## config.mk

```make
export PLATFORM = sky130hd
export DESIGN_NAME = tlb_refill_ctrl_flat
export DESIGN_NICKNAME = d
export VERILOG_FILES = /design/src/rtl/tlb_refill_ctrl_pkg.sv /design/src/rtl/tlb_refill_ctrl_if.sv /design/src/rtl/tlb_refill_ctrl_rr_arbiter2.sv /design/src/rtl/tlb_refill_ctrl.sv /design/src/flat_wrapper.sv
export SDC_FILE = /design/constraint.sdc
export NUM_CORES = 1
export LEC_CHECK = 0
export ABC_AREA = 1
export BUFFER_PORTS_ARGS = -buffer_cell sky130_fd_sc_hd__clkbuf_2
export CORE_ASPECT_RATIO = 0.9
export CORE_UTILIZATION = 31
export DETAILED_ROUTE_END_ITERATION = 7
export GPL_ROUTABILITY_DRIVEN = 0
export HOLD_SLACK_MARGIN = 0.08
export PLACE_DENSITY_LB_ADDON = 0.3
export SYNTH_ARGS = -nofsm -noshare
export SYNTH_HDL_FRONTEND = slang
export SYNTH_SLANG_ARGS = --single-unit
```

## constraint.sdc

```tcl
create_clock -name clk_i -period 4.6 [get_ports clk_i]
set_clock_uncertainty 0.05 [all_clocks]
set_input_delay 0 -clock clk_i [delete_from_list [all_inputs] [get_ports clk_i]]
set_output_delay 0 -clock clk_i [all_outputs]
set_load 0.05 [all_outputs]
```

## src/rtl/tlb_refill_ctrl_pkg.sv

```systemverilog
// Shared constants and type definitions for the TLB refill controller.
// The constants are the default geometry. Instances may override them through parameters.
package tlb_refill_ctrl_pkg;

    localparam int unsigned OFFSET         = 12;
    localparam int unsigned TLB_SIZE       = 4;
    localparam int unsigned PHYS_ADDR_SIZE = 20;
    localparam int unsigned PTE_VALID_BIT  = 31;

    typedef enum logic [2:0] {
        S_IDLE,
        S_REQ,
        S_WAIT,
        S_WRITE,
        S_ACK,
        S_FAULT
    } state_t;

    typedef enum logic {
        SIDE_I = 1'b0,
        SIDE_D = 1'b1
    } side_t;

endpackage

```

## src/rtl/tlb_refill_ctrl_if.sv

```systemverilog
// Memory read port and TLB write port of the refill controller.
// The controller is the master. Memory and the two TLBs are on the slave side.
interface tlb_refill_ctrl_if #(
    parameter int unsigned OFFSET         = tlb_refill_ctrl_pkg::OFFSET,
    parameter int unsigned TLB_SIZE       = tlb_refill_ctrl_pkg::TLB_SIZE,
    parameter int unsigned PHYS_ADDR_SIZE = tlb_refill_ctrl_pkg::PHYS_ADDR_SIZE
);

    localparam int unsigned VPN_W = 32 - OFFSET;
    localparam int unsigned PPN_W = PHYS_ADDR_SIZE - OFFSET;
    localparam int unsigned IDX_W = $clog2(TLB_SIZE);

    logic              mem_req;
    logic [31:0]       mem_addr;
    logic              mem_ack;
    logic              mem_valid;
    logic [31:0]       mem_data;

    logic [1:0]        tlb_we;
    logic [IDX_W-1:0]  tlb_windex;
    logic [VPN_W-1:0]  tlb_wvpn;
    logic [PPN_W-1:0]  tlb_wppn;

    modport master (
        output mem_req,
        output mem_addr,
        input  mem_ack,
        input  mem_valid,
        input  mem_data,
        output tlb_we,
        output tlb_windex,
        output tlb_wvpn,
        output tlb_wppn
    );

    modport slave (
        input  mem_req,
        input  mem_addr,
        output mem_ack,
        output mem_valid,
        output mem_data,
        input  tlb_we,
        input  tlb_windex,
        input  tlb_wvpn,
        input  tlb_wppn
    );

endinterface

```

## src/rtl/tlb_refill_ctrl_rr_arbiter2.sv

```systemverilog
// Two-requester round-robin arbiter. Bit 0 is the I side and bit 1 is the D side.
// The last grant is remembered only when a grant is actually taken (en_i).
module rr_arbiter2
    import tlb_refill_ctrl_pkg::*;
(
    input  logic       clk_i,
    input  logic       rst_i,
    input  logic [1:0] req_i,
    input  logic       en_i,
    output logic [1:0] gnt_o
);

    side_t      last_q;
    side_t      last_d;
    logic [1:0] gnt;

    always_comb begin
        gnt    = '0;
        last_d = last_q;
        unique case (req_i)
            2'b01:   gnt = 2'b01;
            2'b10:   gnt = 2'b10;
            2'b11:   gnt = (last_q == SIDE_D) ? 2'b01 : 2'b10;
            default: gnt = '0;
        endcase
        if (en_i && (req_i != 2'b00)) begin
            last_d = gnt[1] ? SIDE_D : SIDE_I;
        end
    end

    assign gnt_o = gnt;

    // Resetting to D makes the I side win the first tie.
    always_ff @(posedge clk_i or posedge rst_i) begin
        if (rst_i) begin
            last_q <= SIDE_D;
        end else begin
            last_q <= last_d;
        end
    end

endmodule

```

## src/rtl/tlb_refill_ctrl.sv

```systemverilog
// TLB refill controller. It walks a single-level page table for I-TLB and D-TLB misses.
// It writes the translated entry into the requesting TLB at a FIFO slot, then acks or faults.
module tlb_refill_ctrl
    import tlb_refill_ctrl_pkg::*;
#(
    parameter int unsigned OFFSET         = tlb_refill_ctrl_pkg::OFFSET,
    parameter int unsigned TLB_SIZE       = tlb_refill_ctrl_pkg::TLB_SIZE,
    parameter int unsigned PHYS_ADDR_SIZE = tlb_refill_ctrl_pkg::PHYS_ADDR_SIZE
) (
    input  logic                clk_i,
    input  logic                rst_i,
    input  logic                imiss_i,
    input  logic [31-OFFSET:0]  imiss_vpn_i,
    input  logic                dmiss_i,
    input  logic [31-OFFSET:0]  dmiss_vpn_i,
    input  logic [31:0]         ptbr_i,
    tlb_refill_ctrl_if.master   mem_tlb_if,
    output logic                iack_o,
    output logic                dack_o,
    output logic                ifault_o,
    output logic                dfault_o,
    output logic                busy_o
);

    localparam int unsigned VPN_W = 32 - OFFSET;
    localparam int unsigned PPN_W = PHYS_ADDR_SIZE - OFFSET;
    localparam int unsigned IDX_W = $clog2(TLB_SIZE);

    state_t            state_q, state_d;
    side_t             side_q, side_d;
    logic [VPN_W-1:0]  vpn_q, vpn_d;
    logic [31:0]       ptbr_q, ptbr_d;
    logic [PPN_W-1:0]  ppn_q, ppn_d;
    logic [IDX_W-1:0]  iptr_q, iptr_d;
    logic [IDX_W-1:0]  dptr_q, dptr_d;

    logic [1:0]        gnt;
    state_t            pte_state;

    rr_arbiter2 u_arb (
        .clk_i (clk_i),
        .rst_i (rst_i),
        .req_i ({dmiss_i, imiss_i}),
        .en_i  (state_q == S_IDLE),
        .gnt_o (gnt)
    );

    // Only the valid bit and the ppn field of the PTE matter.
    assign pte_state = mem_tlb_if.mem_data[PTE_VALID_BIT] ? S_WRITE : S_FAULT;

    always_comb begin
        state_d = state_q;
        side_d  = side_q;
        vpn_d   = vpn_q;
        ptbr_d  = ptbr_q;
        ppn_d   = ppn_q;
        iptr_d  = iptr_q;
        dptr_d  = dptr_q;

        mem_tlb_if.mem_req    = 1'b0;
        mem_tlb_if.mem_addr   = '0;
        mem_tlb_if.tlb_we     = '0;
        mem_tlb_if.tlb_windex = '0;
        mem_tlb_if.tlb_wvpn   = '0;
        mem_tlb_if.tlb_wppn   = '0;
        iack_o   = 1'b0;
        dack_o   = 1'b0;
        ifault_o = 1'b0;
        dfault_o = 1'b0;
        busy_o   = (state_q != S_IDLE);

        unique case (state_q)
            S_IDLE: begin
                if (gnt != 2'b00) begin
                    side_d  = gnt[1] ? SIDE_D : SIDE_I;
                    vpn_d   = gnt[1] ? dmiss_vpn_i : imiss_vpn_i;
                    ptbr_d  = ptbr_i;
                    state_d = S_REQ;
                end
            end
            S_REQ: begin
                mem_tlb_if.mem_req  = 1'b1;
                mem_tlb_if.mem_addr = ptbr_q + 32'({vpn_q, 2'b00});
                if (mem_tlb_if.mem_ack) begin
                    state_d = S_WAIT;
                    // A response arriving together with the ack skips WAIT.
                    if (mem_tlb_if.mem_valid) begin
                        ppn_d   = mem_tlb_if.mem_data[PPN_W-1:0];
                        state_d = pte_state;
                    end
                end
            end
            S_WAIT: begin
                if (mem_tlb_if.mem_valid) begin
                    ppn_d   = mem_tlb_if.mem_data[PPN_W-1:0];
                    state_d = pte_state;
                end
            end
            S_WRITE: begin
                mem_tlb_if.tlb_wvpn = vpn_q;
                mem_tlb_if.tlb_wppn = ppn_q;
                if (side_q == SIDE_D) begin
                    mem_tlb_if.tlb_we     = 2'b10;
                    mem_tlb_if.tlb_windex = dptr_q;
                    dptr_d                = dptr_q + 1'b1;
                end else begin
                    mem_tlb_if.tlb_we     = 2'b01;
                    mem_tlb_if.tlb_windex = iptr_q;
                    iptr_d                = iptr_q + 1'b1;
                end
                state_d = S_ACK;
            end
            S_ACK: begin
                iack_o  = (side_q == SIDE_I);
                dack_o  = (side_q == SIDE_D);
                state_d = S_IDLE;
            end
            S_FAULT: begin
                ifault_o = (side_q == SIDE_I);
                dfault_o = (side_q == SIDE_D);
                state_d  = S_IDLE;
            end
            default: state_d = S_IDLE;
        endcase
    end

    always_ff @(posedge clk_i or posedge rst_i) begin
        if (rst_i) begin
            state_q <= S_IDLE;
            side_q  <= SIDE_I;
            vpn_q   <= '0;
            ptbr_q  <= '0;
            ppn_q   <= '0;
            iptr_q  <= '0;
            dptr_q  <= '0;
        end else begin
            state_q <= state_d;
            side_q  <= side_d;
            vpn_q   <= vpn_d;
            ptbr_q  <= ptbr_d;
            ppn_q   <= ppn_d;
            iptr_q  <= iptr_d;
            dptr_q  <= dptr_d;
        end
    end

endmodule

```

## src/flat_wrapper.sv

```systemverilog
// flat-port wrapper written by rule: the top's interface ports become plain ports
module tlb_refill_ctrl_flat import tlb_refill_ctrl_pkg::*;
#(
    parameter int unsigned OFFSET         = tlb_refill_ctrl_pkg::OFFSET,
    parameter int unsigned TLB_SIZE       = tlb_refill_ctrl_pkg::TLB_SIZE,
    parameter int unsigned PHYS_ADDR_SIZE = tlb_refill_ctrl_pkg::PHYS_ADDR_SIZE
)
  (clk_i, rst_i, imiss_i, imiss_vpn_i, dmiss_i, dmiss_vpn_i, ptbr_i, iack_o, dack_o, ifault_o, dfault_o, busy_o, mem_tlb_if_mem_req, mem_tlb_if_mem_addr, mem_tlb_if_mem_ack, mem_tlb_if_mem_valid, mem_tlb_if_mem_data, mem_tlb_if_tlb_we, mem_tlb_if_tlb_windex, mem_tlb_if_tlb_wvpn, mem_tlb_if_tlb_wppn);
  tlb_refill_ctrl_if #(.OFFSET(OFFSET), .TLB_SIZE(TLB_SIZE), .PHYS_ADDR_SIZE(PHYS_ADDR_SIZE)) mem_tlb_if_i ();
  input  logic clk_i;
  input  logic rst_i;
  input  logic imiss_i;
  input  logic [31-OFFSET:0] imiss_vpn_i;
  input  logic dmiss_i;
  input  logic [31-OFFSET:0] dmiss_vpn_i;
  input  logic [31:0] ptbr_i;
  output logic iack_o;
  output logic dack_o;
  output logic ifault_o;
  output logic dfault_o;
  output logic busy_o;
  output wire logic [$bits(mem_tlb_if_i.mem_req)-1:0] mem_tlb_if_mem_req;
  output wire logic [$bits(mem_tlb_if_i.mem_addr)-1:0] mem_tlb_if_mem_addr;
  input wire logic [$bits(mem_tlb_if_i.mem_ack)-1:0] mem_tlb_if_mem_ack;
  input wire logic [$bits(mem_tlb_if_i.mem_valid)-1:0] mem_tlb_if_mem_valid;
  input wire logic [$bits(mem_tlb_if_i.mem_data)-1:0] mem_tlb_if_mem_data;
  output wire logic [$bits(mem_tlb_if_i.tlb_we)-1:0] mem_tlb_if_tlb_we;
  output wire logic [$bits(mem_tlb_if_i.tlb_windex)-1:0] mem_tlb_if_tlb_windex;
  output wire logic [$bits(mem_tlb_if_i.tlb_wvpn)-1:0] mem_tlb_if_tlb_wvpn;
  output wire logic [$bits(mem_tlb_if_i.tlb_wppn)-1:0] mem_tlb_if_tlb_wppn;
  assign mem_tlb_if_mem_req = mem_tlb_if_i.mem_req;
  assign mem_tlb_if_mem_addr = mem_tlb_if_i.mem_addr;
  assign mem_tlb_if_i.mem_ack = mem_tlb_if_mem_ack;
  assign mem_tlb_if_i.mem_valid = mem_tlb_if_mem_valid;
  assign mem_tlb_if_i.mem_data = mem_tlb_if_mem_data;
  assign mem_tlb_if_tlb_we = mem_tlb_if_i.tlb_we;
  assign mem_tlb_if_tlb_windex = mem_tlb_if_i.tlb_windex;
  assign mem_tlb_if_tlb_wvpn = mem_tlb_if_i.tlb_wvpn;
  assign mem_tlb_if_tlb_wppn = mem_tlb_if_i.tlb_wppn;
  tlb_refill_ctrl #(.OFFSET(OFFSET), .TLB_SIZE(TLB_SIZE), .PHYS_ADDR_SIZE(PHYS_ADDR_SIZE)) u_core (.clk_i(clk_i), .rst_i(rst_i), .imiss_i(imiss_i), .imiss_vpn_i(imiss_vpn_i), .dmiss_i(dmiss_i), .dmiss_vpn_i(dmiss_vpn_i), .ptbr_i(ptbr_i), .mem_tlb_if(mem_tlb_if_i), .iack_o(iack_o), .dack_o(dack_o), .ifault_o(ifault_o), .dfault_o(dfault_o), .busy_o(busy_o));
endmodule
```

### Word-level counts from Yosys, hierarchy flattened

Cells that the tools add are included.

| storage, ports and cells | value |
|---|---|
| bits in registers | 69 |
| output and inout port bits | 70 |
| word-level logic and storage cells | 59 |

| operators by class | value |
|---|---|
| add/subtract/negate cells | 3 |
| equal/unequal tests | 11 |
| muxes and demuxes | 25 |
| bitwise logic cells | 1 |
| reductions and logical operators | 11 |

Operators with widths:

| cell | count |
|---|---|
| 2-to-1 mux 20 bit | 2 |
| adder 32 x 22 -> 32 bit | 1 |
| 2-to-1 mux 32 bit | 1 |
| 2-to-1 mux 8 bit | 3 |
| case mux 8 bit (2 select lines) | 1 |
| 2-to-1 mux 3 bit | 5 |
| case mux 3 bit (4 select lines) | 1 |
| 2-to-1 mux 2 bit | 5 |
| AND reduction 2 bit | 4 |
| equality test 3 x 2 -> 1 bit, second input constant | 2 |
| equality test 3 bit, second input constant | 2 |
| 2-to-1 mux 1 bit | 6 |
| case mux 2 bit (3 select lines) | 1 |
| nonzero test 2 bit | 3 |
| adder 2 x 1 -> 2 bit, second input constant | 2 |
| equality test 2 bit, second input constant | 2 |
| inequality test 2 bit, second input constant | 2 |
| equality test 3 x 1 -> 1 bit, second input constant | 1 |
| logical NOT 3 bit | 1 |
| AND reduction 3 bit | 1 |
| nonzero test 3 bit | 1 |
| equality test 2 x 1 -> 1 bit, second input constant | 1 |
| inequality test 2 x 1 -> 1 bit, second input constant | 1 |
| logical AND 1 bit | 1 |
| inverter 1 bit | 1 |

### Logic depth before layout (Yosys ltp)

| depth | value |
|---|---|
| word-level depth | 5 |
| mapped depth | 13 |
| gate-level depth less buffers | 13 |

### Hierarchy

A second synthesis with hierarchy kept.

| second synthesis, totals | value |
|---|---|
| cell total of the unflattened synthesis | 819 |
| area, all modules | 5200.0 um2 |

Modules (own cells, without submodules):

| module | times used | cells an instance | area an instance (um2) | sequential area each (um2) |
|---|---|---|---|---|
| tlb_refill_ctrl | 1 | 809 | 5129.9 | 1701.6 |
| rr_arbiter2 | 1 | 10 | 70.1 | 26.3 |

### Worst setup path before layout

No wires, ideal clock.

| path | value |
|---|---|
| kind | reg2out |
| start point | reg u_core.ptbr_q[2] |
| end point | out mem_tlb_if_mem_addr[18] |
| arrival time | 2.336 ns |
| data required time | 4.550 ns |
| setup slack | 2.214 ns |
| stages on the path, launching flop included | 13 |
| path buffers | 0 |
| cell sequence | dfrtp_1 > ha_1 > inv_1 > fa_1 > inv_1 > nand3_1 > nand3_1 > nand2_1 > nand2_1 > nand2_1 > nand2_1 > o21ai_0 > a21oi_1 |

| on the way | value |
|---|---|
| cells in the longest elaborated chain, start to end | 2 |

RTL lines:

| what | line | RTL |
|---|---|---|
| start: declaration | tlb_refill_ctrl.sv:32 | `logic [31:0] ptbr_q, ptbr_d;` |
| start signal: assignment | tlb_refill_ctrl.sv:140 | `ptbr_q <= ptbr_d;` |
| adder 32 x 22 -> 32 bit | tlb_refill_ctrl.sv:83 | `mem_tlb_if.mem_addr = ptbr_q + 32'({vpn_q, 2'b00});` |
| 2-to-1 mux 32 bit | tlb_refill_ctrl.sv:72 | `unique case (state_q)` |
| end: declaration | flat_wrapper.sv:23 | `output wire logic [$bits(mem_tlb_if_i.mem_addr)-1:0] mem_tlb_if_mem_addr;` |

Every way passes these cells.

### Final worst setup path

| path | value |
|---|---|
| start point | reg u_core.state_q[2] |
| end point | reg u_core.state_q[2] |

| on the way | value |
|---|---|
| cells in the longest elaborated chain, start to end | 3 |
| elaborated cells on any way between the ends | 9 |
| those cells by class | 6 x eq/ne; 1 x mux; 2 x reduce/logical |

RTL lines:

| what | line | RTL |
|---|---|---|
| start: declaration | tlb_refill_ctrl.sv:29 | `state_t state_q, state_d;` |
| start signal: assignment | tlb_refill_ctrl.sv:137 | `state_q <= state_d;` |
| equality test 3 x 2 -> 1 bit (tied with other cells) | tlb_refill_ctrl.sv:72 |  |
| inequality test 2 bit (no line) or inequality test 2 x 1 -> 1 bit (tied branches) | - |  |
| AND reduction 3 bit (no line) | - |  |

Parallel ways exist; a longest one is shown, timed or not.
A chain may end at the register's enable or synchronous reset.

==> impl_metrics.csv <==
group,metric,value,unit
run_status,status,"finished clean",
cts,cts-buffers-inserted,9,
placed_design,dp_worst_setup_slack,2120,ps
global_routing,grt.busiest_layer,"met2",
timing,worstMarginPinSlew,877,ps
finish,regArea,1730,um2
floorplanning,die_w,136,um
timing,rsz0062_at_grt,"no",
cts,cts_tree,"yes",
timing,setup_viol,0,
yosys,synth_compound_area_share,11.9,%
yosys,synth_top_family_by_area,"simple AND/OR/NAND/NOR gates",
timing,timing.fmax,0.325,GHz
routing,via_per_inst,4.52,
worst_setup_path,critPathCaptureType,"register",
timing,finalCritPeriodShare,66.9,%
routing,remaining_drc_errors,0,
global_routing,grt_pass1_wl,26.4,mm
yosys,postSynthAreaPerCell,6.35,um2
power_and_ir_drop,powerDensity,833,nW/um2
placed_design,dp_hpwl,12.0,mm
finish,diodes,0,
worst_setup_path,cp.required,4770,ps
global_routing,grt_overflow_total,0,
global_routing,grtUsageMet1,27.0,%
yosys,synth_adder_area_share,5.40,%
worst_setup_path,rr_worst_depth,7,
routing,vias,5574,
cts,clockBufferDepth,2,
timing,fin_ws,1520,ps
cts,clk_pin_slew,60,ps
global_routing,use_met2,33.8,%
cts,cts-root-buf,"clkbuf_16",
worst_setup_path,critical_path_class,"reg -> reg",
worst_setup_path,arrival,3240,ps
yosys,synth.area.mux_share,0,%
cts,cts_resized,0,
floorplanning,row_count,43,
floorplanning,core,15600,um2
worst_setup_path,start_kind,"register",
worst_hold_path,min_path_cells,5,
finish,syn_to_final_growth,42.3,%
global_routing,gr-usage-all-layers,20.3,%
finish,utilization,45.7,%
global_routing,grt_max_degree,67,
worst_hold_path,hold_path_class,"in -> reg",
power_and_ir_drop,p_leak,3.93,nW
flow_run,cap_violations,0,
timing,finalSetupTns,0,ps
routing,routed_wl,16.0,mm
timing,period_minus_slack,3080,ps
yosys,ys_seq_area_share,34.5,%
floorplanning,start_util,32.1,%
yosys,yosys_warnings,0,
global_routing,antenna_found_initial,0,
finish,multi_input_area,2700,um2
routing,wl_per_cell,13.0,um
timing,slew_headroom,41.2,%
timing,slew_viol_final,0,
finish,layout-drive-gt1-share,19.6,%
floorplanning,die_h,123,um
yosys,yosys.area_share.simple,35.6,%
timing,hold_viol,0,
global_routing,grtUsageMet3,3.97,%
routing,firstDrtPassIters,5,
floorplanning,die-area,16700,um2
cts,htreeDepth,3,
yosys,synth_cell_types,34,
global_routing,grt_pass1_vias,5397,
power_and_ir_drop,ir_drop,0.436,mV
finish,nets,1156,
yosys,synth_area,5000,um2
routing,drtIter0Drc,335,
cts,clock_latency,330,ps
yosys,ys_ff_latch,69,
floorplanning,io_pins,180,
yosys,synth_fp_nets,919,
yosys,synth-xor-area-share,1.05,%
cts,cts_sinks,69,
worst_setup_path,crit_path_max_fanout,28,
placed_design,port_buffers,156,
routing,ant_nets,0,
finish,fill_cells,1616,
yosys,syn_inst,788,
## worst paths after layout
| kind | startpoint | end | slack, ps |
|---|---|---|---|
| min in group asynchronous | rst_i | u_core.ppn_q[5]$_DFFE_PP0P_ | 580 |
| setup / recovery | u_core.state_q[2]$_DFFE_PP0P_ | u_core.state_q[2]$_DFFE_PP0P_ | 1520 |
| max in group asynchronous | rst_i | u_core.vpn_q[6]$_DFFE_PP0P_ | 2870 |
| hold / removal | dmiss_i | u_core.u_arb.last_q$_DFFE_PP1P_ | 210 |
| hold reg to reg | u_core.dptr_q[0]$_DFFE_PP0P_ | u_core.dptr_q[0]$_DFFE_PP0P_ | 420 |
| setup reg to reg | u_core.state_q[2]$_DFFE_PP0P_ | u_core.state_q[2]$_DFFE_PP0P_ | 1520 |
## timing repair
item                                   in CTS  in global routing
buffers inserted                            0                  0
endpoints found under the hold margin     131                  0
hold buffers                               87                  0
## cells in the mapped netlist
cell / count / area, um2
inv_1: 119 / 447
nor2_2: 8 / 50.1
o31ai_1: 1 / 7.51
and2_1: 3 / 18.8
a21boi_0: 1 / 7.51
nand3_1: 32 / 160
or2_2: 1 / 6.26
nand2_1: 248 / 931
nor3_2: 2 / 20.0
o21bai_1: 2 / 15.0
dfrtp_1: 68 / 1700
ha_1: 20 / 250
nor2_1: 124 / 465
nand3_4: 1 / 17.5
o21a_1: 1 / 7.51
dfstp_2: 1 / 26.3
clkbuf_1: 4 / 15.0
inv_2: 5 / 18.8
a22oi_1: 1 / 7.51
nor3_1: 8 / 40.0
a21oi_1: 39 / 195
nand3b_1: 2 / 15.0
clkinv_1: 1 / 3.75
o22ai_1: 20 / 125
xnor2_1: 4 / 35.0
buf_2: 14 / 70.1
nand2_2: 6 / 37.5
nand2_4: 1 / 11.3
fa_1: 1 / 20.0
xor2_1: 2 / 17.5
a31o_2: 1 / 8.76
nand3_2: 1 / 10.0
buf_6: 2 / 22.5
o21ai_0: 44 / 220
## worst max-delay path, cell delays in order, from the launching register on
cell and delay [ps]:
dfrtp_1 460, inv_1 140, nand3_4 160, clkinv_1 720, nand3_1 250, dlygate4sd3_1 580
a21oi_1 60, dlygate4sd3_1 540
## layout by cell type (no fill, tap or decap), types with 2 or more instances in the layout
master         Yosys  layout
xor2_1             2       2
dfrtp_1           68      68
ha_1              20      20
nor2_2             8       8
nor2_1           124     124
a21oi_1           39      39
nand2_1          248     248
buf_4              0       3
nand3_1           32      32
nand2_2            6       6
clkinvlp_4         0       2
nor3_2             2       2
nor3_1             8       8
dlygate4sd3_1      0      87
o21bai_1           2       2
o22ai_1           20      20
nand3b_1           2       2
clkbuf_16          0       9
o21ai_0           44      44
clkbuf_8           0       4
clkbuf_2           0     156
and2_1             3       3
xnor2_1            4       4
inv_1            119     118
inv_2              5       6
## power breakdown
| part | total [W] | leakage (nW) | internal [W] | switching, W |
|---|---|---|---|---|
| logic | 0.00411 | 2.95 | 0.00120 | 0.00291 |
| registers | 0.00114 | 0.833 | 0.000914 | 0.000222 |
| clock network | 0.000689 | 0.141 | 0.000424 | 0.000264 |
| total | 0.00594 | 3.93 | 0.00254 | 0.00340 |
## per-stage QoR
| step | total power, W | area, um2 | hold slack [ps] | std cells |
|---|---|---|---|---|
| floorplan | 0.00409 | 5000 | 59.6 | 788 |
| finish | 0.00594 | 7120 | 212 | 1232 |
| detailed placement | 0.00502 | 5950 | -202 | 1129 |
| global route | 0.00648 | 7120 | 279 | 1232 |
| global placement | 0.00499 | 5950 | -201 | 1129 |
| CTS | 0.00595 | 7120 | 213 | 1232 |
## metal layers
metal / part of all wire (%) / vias up
met2: 46 / 135
met5: 0 / -
li1: - / 2919
met4: 0.94 / 0
met1: 48 / 2509
met3: 5.7 / 11
## registers in the layout (all words and copies together) (netlist names)
signal               flops
u_core.ppn_q             8
u_core.state_q           3
u_core.dptr_q            2
u_core.side_q            1
u_core.iptr_q            2
u_core.u_arb.last_q      1
u_core.vpn_q            20
u_core.ptbr_q           32
## cell families after synthesis
| group | after synthesis |
|---|---|
| flip-flops | 69 |
| AND/OR/NAND/NOR | 437 |
| buffers and inverters | 145 |
| adder cells (fa/ha/maj) | 21 |
| XOR/XNOR | 6 |
| AO/OA/AOI/OAI | 110 |
## cell type report
class	count	area share (%)
Clock buffer	14	3.99
Clock inverter	2	0.211
Inverter	125	6.59
Multi-Input combinational cell	574	37.9
Sequential cell	69	24.3
Tap cell	202	3.55
Timing Repair Buffer	246	23.5
Note: power is estimated with default switching activity, not from simulation.
